## src/rtl/mem_pkg.sv

```systemverilog
// mem_pkg: shared types and defaults for the memory/write-back stage
package mem_pkg;
  localparam int MEM_DATA_W = 32;
  localparam int MEM_REG_AW = 5;
  localparam logic [MEM_REG_AW-1:0] ZERO_REG = '0;
  typedef enum logic {MEM_IDLE, MEM_ACCESS} mem_state_e;
endpackage

```

## src/rtl/mem_stage.sv

```systemverilog
// mem_stage: memory access + write-back stage; execute bundle in, dmem req/ack, rf write port out (optional MEM_MISALIGN_CHK_EN drops misaligned accesses)
module mem_stage #(
  parameter int DATA_W = mem_pkg::MEM_DATA_W,
  parameter int REG_AW = mem_pkg::MEM_REG_AW
) (
  input  logic              clk,
  input  logic              rst,
  input  logic              valid_i,
  input  logic              reg_we_i,
  input  logic [DATA_W-1:0] alu_data_i,
  input  logic [DATA_W-1:0] wdata_i,
  input  logic [REG_AW-1:0] waddr_i,
  input  logic              mem_rd_i,
  input  logic              mem_wr_i,
  output logic              stall_o,
  output logic              dmem_req,
  output logic              dmem_we,
  output logic [DATA_W-1:0] dmem_addr,
  output logic [DATA_W-1:0] dmem_wdata,
  input  logic              dmem_ack,
  input  logic [DATA_W-1:0] dmem_rdata,
  output logic              rf_we,
  output logic [REG_AW-1:0] rf_waddr,
  output logic [DATA_W-1:0] rf_wdata,
  output logic              misalign_o
);
  import mem_pkg::*;
  mem_state_e state_q, state_d;
  logic [DATA_W-1:0] addr_q, addr_d, sdata_q, sdata_d, rf_wdata_q, rf_wdata_d;
  logic [REG_AW-1:0] cap_waddr_q, cap_waddr_d, rf_waddr_q, rf_waddr_d;
  logic store_q, store_d, cap_we_q, cap_we_d, rf_we_q, rf_we_d, mis_q, mis_d;
  logic mem_op, bad;
  assign mem_op = mem_rd_i | mem_wr_i;
`ifdef MEM_MISALIGN_CHK_EN
  assign bad = alu_data_i[1:0] != 2'b00;
`else
  assign bad = 1'b0;
`endif
  always_comb begin
    state_d = state_q;
    addr_d = addr_q;
    sdata_d = sdata_q;
    store_d = store_q;
    cap_we_d = cap_we_q;
    cap_waddr_d = cap_waddr_q;
    rf_we_d = 1'b0;
    rf_waddr_d = '0;
    rf_wdata_d = '0;
    mis_d = 1'b0;
    if (state_q == MEM_IDLE) begin
      if (valid_i && mem_op && bad) mis_d = 1'b1;
      else if (valid_i && mem_op) begin
        state_d = MEM_ACCESS;
        addr_d = alu_data_i & ~DATA_W'(3);
        sdata_d = wdata_i;
        store_d = mem_wr_i;
        cap_we_d = reg_we_i;
        cap_waddr_d = waddr_i;
      end else if (valid_i) begin
        rf_we_d = reg_we_i;
        rf_waddr_d = waddr_i;
        rf_wdata_d = alu_data_i;
      end
    end else if (dmem_ack) begin
      state_d = MEM_IDLE;
      if (!store_q) begin
        rf_we_d = cap_we_q;
        rf_waddr_d = cap_waddr_q;
        rf_wdata_d = dmem_rdata;
      end
    end
    // r0 is hardwired zero, so it is never a write (or forwarding) target
    rf_we_d = rf_we_d && (rf_waddr_d != REG_AW'(ZERO_REG));
  end
  always_ff @(posedge clk) begin
    if (rst) begin
      state_q <= MEM_IDLE;
      addr_q <= '0;
      sdata_q <= '0;
      store_q <= 1'b0;
      cap_we_q <= 1'b0;
      cap_waddr_q <= '0;
      rf_we_q <= 1'b0;
      rf_waddr_q <= '0;
      rf_wdata_q <= '0;
      mis_q <= 1'b0;
    end else begin
      state_q <= state_d;
      addr_q <= addr_d;
      sdata_q <= sdata_d;
      store_q <= store_d;
      cap_we_q <= cap_we_d;
      cap_waddr_q <= cap_waddr_d;
      rf_we_q <= rf_we_d;
      rf_waddr_q <= rf_waddr_d;
      rf_wdata_q <= rf_wdata_d;
      mis_q <= mis_d;
    end
  end
  assign stall_o = state_q == MEM_ACCESS;
  assign dmem_req = state_q == MEM_ACCESS;
  assign dmem_we = store_q;
  assign dmem_addr = addr_q;
  assign dmem_wdata = sdata_q;
  assign rf_we = rf_we_q;
  assign rf_waddr = rf_waddr_q;
  assign rf_wdata = rf_wdata_q;
  assign misalign_o = mis_q;
endmodule
```

## config.mk

```make
export PLATFORM = sky130hd
export DESIGN_NAME = mem_stage
export DESIGN_NICKNAME = d
export VERILOG_FILES = /design/src/rtl/mem_pkg.sv /design/src/rtl/mem_stage.sv
export SDC_FILE = /design/constraint.sdc
export NUM_CORES = 1
export LEC_CHECK = 0
export CORE_MARGIN = 2
export CORE_UTILIZATION = 30
export CTS_BUF_LIST = sky130_fd_sc_hd__clkbuf_16
export CTS_CLUSTER_SIZE = 24
export DETAILED_ROUTE_END_ITERATION = 10
export REMOVE_ABC_BUFFERS = 1
export SYNTH_ARGS = -nofsm -noshare
export SYNTH_HDL_FRONTEND = slang
export SYNTH_SLANG_ARGS = --single-unit
```

## constraint.sdc

```tcl
create_clock -name clk -period 1.44 [get_ports clk]
set_input_delay 0.216 -clock clk [delete_from_list [all_inputs] [get_ports clk]]
set_output_delay 0.216 -clock clk [all_outputs]
set_load 0.02 [all_outputs]
```

# [Yosys cells after proc, flatten, opt, wreduce, memory -nomap -nowiden]
# Index checks and enable logic that the tools add are counted.
[totals] register_bits=108 input_bits=108 output_inout_bits=106 word_cells=33
[classes] n_mux=18 n_bitwise=2 reduce_logical=4
[ops] cell="32-bit 2-to-1 mux" count=5
[ops] cell="5-bit 2-to-1 mux" count=5
[ops] cell="1-bit 2-to-1 mux" count=8
[ops] cell="5-bit nonzero test" count=1
[ops] cell="1-bit logical AND" count=2
[ops] cell="2-bit AND reduction" count=1
[ops] cell="1-bit NOT" count=1
[ops] cell="1-bit bitwise OR" count=1

# [Longest topological paths before layout]
# Gate-level depths: netlist of the first run.
[logic_depth] depth_word=6 mapped_depth=6 ltp_nobuf=3

# [Worst setup path before layout of the first run]
# OpenSTA, ideal clock, no wires.
[synth_path] kind="reg2reg" start="reg state_q (netlist: dmem_req)" end="reg sdata_q[6] (netlist: dmem_wdata[6])" setup_time_ps=71 arrival_ps=1244 required_time_ps=1369 path_slack_ps=126 path_stages_with_launch=6 n_path_buf=2 period_less_slack_ps=1314 cell_sequence="dfxtp_1 -> nand2b_2 -> buf_6 -> buf_2 -> o21ai_0 -> a21oi_1"
[synth_via] elab_chain_len=2
[synth_rtl] item="start: declaration" line_no="mem_stage.sv:28" source="mem_state_e state_q, state_d;"
[synth_rtl] item="start signal: assignment" line_no="mem_stage.sv:88" source="state_q <= state_d;"
[synth_rtl] item="1-bit NOT (no source line)"
[synth_rtl] item="2-bit AND reduction (no source line)"
[synth_rtl] item="end signal: assignment" line_no="mem_stage.sv:90" source="sdata_q <= sdata_d;"
[synth_rtl] item="end: declaration" line_no="mem_stage.sv:29" source="logic [DATA_W-1:0] addr_q, addr_d, sdata_q, sdata_d, rf_wdata_q, rf_wdata_d;"
# Every way passes these cells.
# A chain may end at the register's enable or synchronous reset.

# [Worst setup path in the final report of the first run]
[layout_path] start="reg state_q (netlist: dmem_req)" end="out stall_o"
[layout_lines] item="end: declaration" line_no="mem_stage.sv:15" source="output logic stall_o,"
# No word-level cell between the ends.

==> impl_metrics.ini, run 1 <==
[worst_setup_path]
path_buf_inv = 1
end_kind = output pin
crit_fanout = 7
arrival_ns = 1.10
critical-path-top-delay-family = flip-flops
crit_path_top_delay_cell = dfxtp_2
crit_type = flop to output pin
cpPeakStageDelay_ns = 0.40
worst_ep_required_time_ns = 1.22
worst_setup_path_start_kind = flop
path_cells = dlygate4sd2_1

[logic_synthesis]
syn_inst = 460
syn_area_per_cell_um2 = 8.753
syn-cell-area_mm2 = 0.004026
synth_cell_type_count = 24
ys_warn_count = 0
ys_ff_latch = 108
synth.yosys.seq_area_share_pct = 53.70

[cts]
cts_made_buffers = 9
clock-sinks = 108
cts_buffer_depth = 2
root_buffer = clkbuf_16
cts_resized = 103
htreeDepth = 3
cts_tree = done
postCtsHoldBufs = 0
path_clk_slew_ns = 0.07
postCtsSetupRepairBufs = 0
insertion_delay_ns = 0.34

[final_layout]
layout_commonest_cell = dfxtp_1
fin_nets = 762
layout-drive-gt1-share_pct = 6.829
antenna_cells = 0
post-route-util_pct = 50.03
syn_to_final_growth_pct = 63.89
fin_cells = 835
final_cell_mix = dfxtp_1, clkdlybuf4s50_1, dlygate4sd2_1
final_cell_area_mm2 = 0.006599

[floorplan]
floorplan.initialDensity_pct = 30.53
io_pins = 214
rows = 42
fp.dieArea_mm2 = 0.01436
fp.dieH_um = 119.9
die_w_um = 119.9
core_mm2 = 0.01319

[global_routing]
antenna_found_initial = 0
grt_pass1_vias = 4042
grt_max_degree = 56
grt_usage_pct = 17.93
overflow = 0
grt_first_pass_wirelength_um = 20640

[detailed_routing]
vias_per_cell = 4.947
wl_um = 13080
vias = 4131
wl_per_cell_um = 15.67
drt_iter0_drc = 298
drc = 0
antenna_left = 0
dr.pass1.iters = 4

[timing]
clock_skew_ns = 0.004089
fin_setup_tns_ns = 0
fmax_mhz = 758.5
hold_viol = 0
rsz0062_at_grt = no
period_share_pct = 91.56
slew_violations = 0
layout_min_cycle_time_ns = 1.318
setup_viol = 0

[pwr]
p_per_area_mw_per_mm2 = 1037
leakage_uw = 0.002811
ir_drop_mv = 0.5017

[place]
gp_congestion = 0.7370
port_buffers = 210
dp_hpwl_um = 8928
place_area_mm2 = 0.006444
dp.cells = 819

[status]
status = finished clean

[worst_hold_path]
holdCritPathClass = primary input to flop

[run]
maxCapViolations = 0
-- where the power goes --
group          internal [uW]  switching (uW)  leakage, uW
Clock                   1320            1070     0.000135
Sequential              3130            58.9     0.000882
Combinational            608             645      0.00179
Total                   5060            1780      0.00281
-- cell usage after synthesis --
master      n  area, um2
a211oi_2    1      12.51
a21oi_1    70      350.3
a22oi_1    38      285.3
and3b_1     1      8.760
buf_1       1      3.750
buf_2      22      110.1
buf_4       8      60.06
buf_6       3      33.78
clkbuf_1   18      67.56
clkbuf_2    2      10.01
conb_1      1      3.750
dfxtp_1   108       2162
inv_1       1      3.750
nand2_1     1      3.750
nand2b_2    1      8.760
nand3_1    68      340.3
nor2_1     38      142.6
nor2_2      1      6.260
nor2b_1     2      12.51
nor4b_4     1      23.77
o21ai_0    65      325.3
o21ai_1     6      30.03
or2_1       1      6.260
or4_1       2      15.01
-- routing by layer --
layer | vias up | GRT usage (%) | part of all wire (%)
met4 | 0 | 5.956 | 1.3
met3 | 11 | 5.798 | 7.7
met5 | - | 0 | 0
met2 | 142 | 31.14 | 49
met1 | 1955 | 20.81 | 42
li1 | 2023 | - | -
-- path summary, 6_finish.rpt --
| kind | depth (start not counted) | start | to | slack [ns] |
|---|---|---|---|---|
| worst max-delay path | 1 | dmem_req | stall_o | 0.12 |
| worst min register to register | 2 | dmem_addr[30] | dmem_addr[30] | 0.47 |
| worst min-delay path | 3 | rst | rf_wdata[29] | 0.33 |
| worst max register to register | 3 | cap_waddr_q[0] | rf_we | 0.19 |
-- per-stage QoR --
| stage | total power [uW] | hold slack, ns | setup WS (ns) |
|---|---|---|---|
| floorplan | 3741 | 0.2851 | -1.794 |
| global placement | 4601 | 0.4609 | -0.1922 |
| detailed placement | 4621 | 0.4664 | -0.2432 |
| CTS | 6926 | 0.3317 | 0.002746 |
| global route | 7148 | 0.3487 | 0.03771 |
| finish | 6840 | 0.3336 | 0.1216 |
-- sequential cells by signal, indices dropped and copies added, names as in the netlist --
register and cells:
rf_waddr 5, dmem_req 1, rf_we 1, dmem_wdata 32, cap_we_q 1, dmem_we 1
rf_wdata 32, dmem_addr 30, cap_waddr_q 5
-- cell type report --
type,count,area (um2)
fill,1281,6591
timing repair buffer,235,2333
sequential,108,2163
multi-input combinational,299,1595
clock buffer,9,225.2
tap,176,220.2
clock inverter,7,57.56
inverter,1,3.754
-- cell families after synthesis --
| kind of cell | synth area share, % |
|---|---|
| buffers and inverters | 7.178 |
| DFF | 53.70 |
| other | 0.09314 |
| and+or+nand+nor | 14.11 |
| AOI/OAI and AO/OA | 24.92 |
Note: power is estimated with default switching activity, not from simulation.
==> inputs of run 2 (changes only) <==
==> constraint.sdc (replaced) <==
create_clock -name clk -period 1.44 [get_ports clk]
set_input_delay 0.216 -clock clk [delete_from_list [all_inputs] [get_ports clk]]
set_output_delay 0.216 -clock clk [all_outputs]
set_load 0.01 [all_outputs]
==> run 2 against run 1 <==
Net effect:
- via count is 0.31% higher
- maximum frequency fell by 6.4%
- sequential share of layout area decreased by 0.51 points
- sequential power is essentially flat
- register-to-register slack is essentially flat
- die area did not move
- sequential cell count did not move
- global-route usage is 0.061 points lower
- largest power group unchanged
- final cell count stayed put
- highest routed layer unchanged
==> impl_metrics.ini, run 2 (synthesis results as in run 1) <==
[status]
status = finished clean

[worst_setup_path]
cpPeakStageDelay_ns = 0.53
crit_path_top_delay_cell = clkdlybuf4s50_1
path_depth = 1
path_buf_inv = 1
path_cells = clkdlybuf4s50_1
crit_fanout = 1
worst_ep_required_time_ns = 1.22
crit_type = flop to output pin
worst_setup_path_start_kind = flop
critical-path-top-delay-family = buffers and inverters
end_kind = output pin
worstRegToRegCells = 4
arrival_ns = 1.19

[final_layout]
final_cell_area_mm2 = 0.006711
layout_commonest_cell = clkdlybuf4s50_1
seq_area_mm2 = 0.002166
layout-drive-gt1-share_pct = 6.829
syn_to_final_growth_pct = 66.69
post-route-util_pct = 50.88
fillers = 1259
final_cell_mix = clkdlybuf4s50_1, dfxtp_1, a21oi_1
multiInputGateArea_mm2 = 0.001595
antenna_cells = 0
fin_nets = 762

[pwr]
p_total_uw = 6760
p_per_area_mw_per_mm2 = 1007
ir_drop_mv = 0.4969
leakage_uw = 0.003000

[detailed_routing]
drc = 0
wl_um = 13150
dr.pass1.iters = 4
drt_iter0_drc = 257
antenna_left = 0
vias_per_cell = 4.963
vias = 4144
wl_per_cell_um = 15.75

[global_routing]
grt_max_degree = 56
overflow = 0
grt_pass1_vias = 4022
antenna_found_initial = 0
grt_usage_pct = 17.87
grt_first_pass_wirelength_um = 20580

[floorplan]
die_w_um = 119.9
fp.dieH_um = 119.9
io_pins = 214
floorplan.initialDensity_pct = 30.53
core_mm2 = 0.01319
rows = 42
fp.dieArea_mm2 = 0.01436

[cts]
htreeDepth = 3
postCtsSetupRepairBufs = 0
cts_buffer_depth = 2
path_clk_slew_ns = 0.07
cts_tree = done
cts_made_buffers = 9
root_buffer = clkbuf_16
insertion_delay_ns = 0.34
clock-sinks = 108

[timing]
layout_min_cycle_time_ns = 1.409
slew_violations = 0
hold_viol = 0
clock_skew_ns = 0.003384
period_share_pct = 97.86
setup_viol = 0
fmax_mhz = 709.6
rsz0062_at_grt = no

[place]
place_area_mm2 = 0.006444
dp_hpwl_um = 8928
port_buffers = 210
gp_congestion = 0.7370

[worst_hold_path]
holdCritPathClass = primary input to flop
min_path_cells = 3

[run]
maxCapViolations = 0
==> run 2: cell count changes in the layout (fill, tap and decap cells not counted) <==
cell | before | now
dlygate4sd2_1 | 103 | 59
clkdlybuf4s50_1 | 106 | 128
dlymetal6s2s_1 | 0 | 22
dfxtp_2 | 1 | 0
dfxtp_4 | 0 | 1
==> run 2: area by class of cell <==
cell class | count | area share, %
clock buffers | 9 | 3.356
clock inverters | 7 | 0.8576
inverters | 1 | 0.05593
multi-input cells | 299 | 23.77
flip-flops and latches | 108 | 32.27
well taps | 176 | 3.281
repair buffers | 235 | 36.41
==> run 2: power by group <==
| group | leakage (uW) | total (uW) | internal, uW | switching, uW |
|---|---|---|---|---|
| combinational | 0.00198 | 1170 | 632 | 539 |
| clock | 0.000135 | 2400 | 1320 | 1080 |
| sequential | 0.000883 | 3190 | 3130 | 59.7 |
==> run 2: repair_timing <==
| item | 4_1_cts | 5_1_grt |
|---|---|---|
| hold buffers | 0 | 0 |
| pin swaps | 0 | 0 |
| setup endpoints to repair | 59 | 22 |
| resized for setup | 61 | 22 |
==> run 2: path summary, 6_finish.rpt <==
path                                     from             to  slack, ns
worst min register to register  dmem_addr[30]  dmem_addr[30]       0.47
worst max-delay path             rf_wdata[27]   rf_wdata[27]       0.03
worst min-delay path                      rst    rf_wdata[4]       0.33
worst max register to register       dmem_req          rf_we       0.19
==> run 2: routing by layer <==
layer	routed length (um)	up-vias	share of wire [%]	track usage [%]
met5	0	-	0	0
met4	163	0	1.2	5.956
met3	1049	11	8.0	5.798
met2	6442	151	49	30.89
met1	5494	1957	42	20.84
li1	-	2025	-	-
==> run 2: worst reg2reg max path: stages (launching register included) <==
cell	delay (ns)
dfxtp_4	0.37
nor4b_4	0.31
buf_12	0.20
o21ai_1	0.09
a211oi_2	0.21
==> run 2: per-stage QoR <==
step	setup WS (ns)	instances	hold WS, ns	setup TNS [ns]
2_1_floorplan	-1.696	408	0.2851	-132.94
3_3_place_gp	-0.1922	819	0.4609	-15.98
3_5_place_dp	-0.2432	819	0.4664	-19.28
4_1_cts	0.002217	835	0.3317	0
5_1_grt	0.0002209	835	0.3461	0
6_report	0.03082	835	0.3346	0
==> inputs of run 3 (changes only) <==
--- a/config.mk
+++ b/config.mk
@@ -8,6 +8,7 @@
 export CORE_MARGIN = 2
 export CORE_UTILIZATION = 30
 export CTS_BUF_LIST = sky130_fd_sc_hd__clkbuf_16
+export CTS_CLUSTER_DIAMETER = 80
 export CTS_CLUSTER_SIZE = 24
 export DETAILED_ROUTE_END_ITERATION = 10
 export REMOVE_ABC_BUFFERS = 1
==> results of run 3 <==
Same layout as run 2: the final DEF is identical, and so are final timing and power.
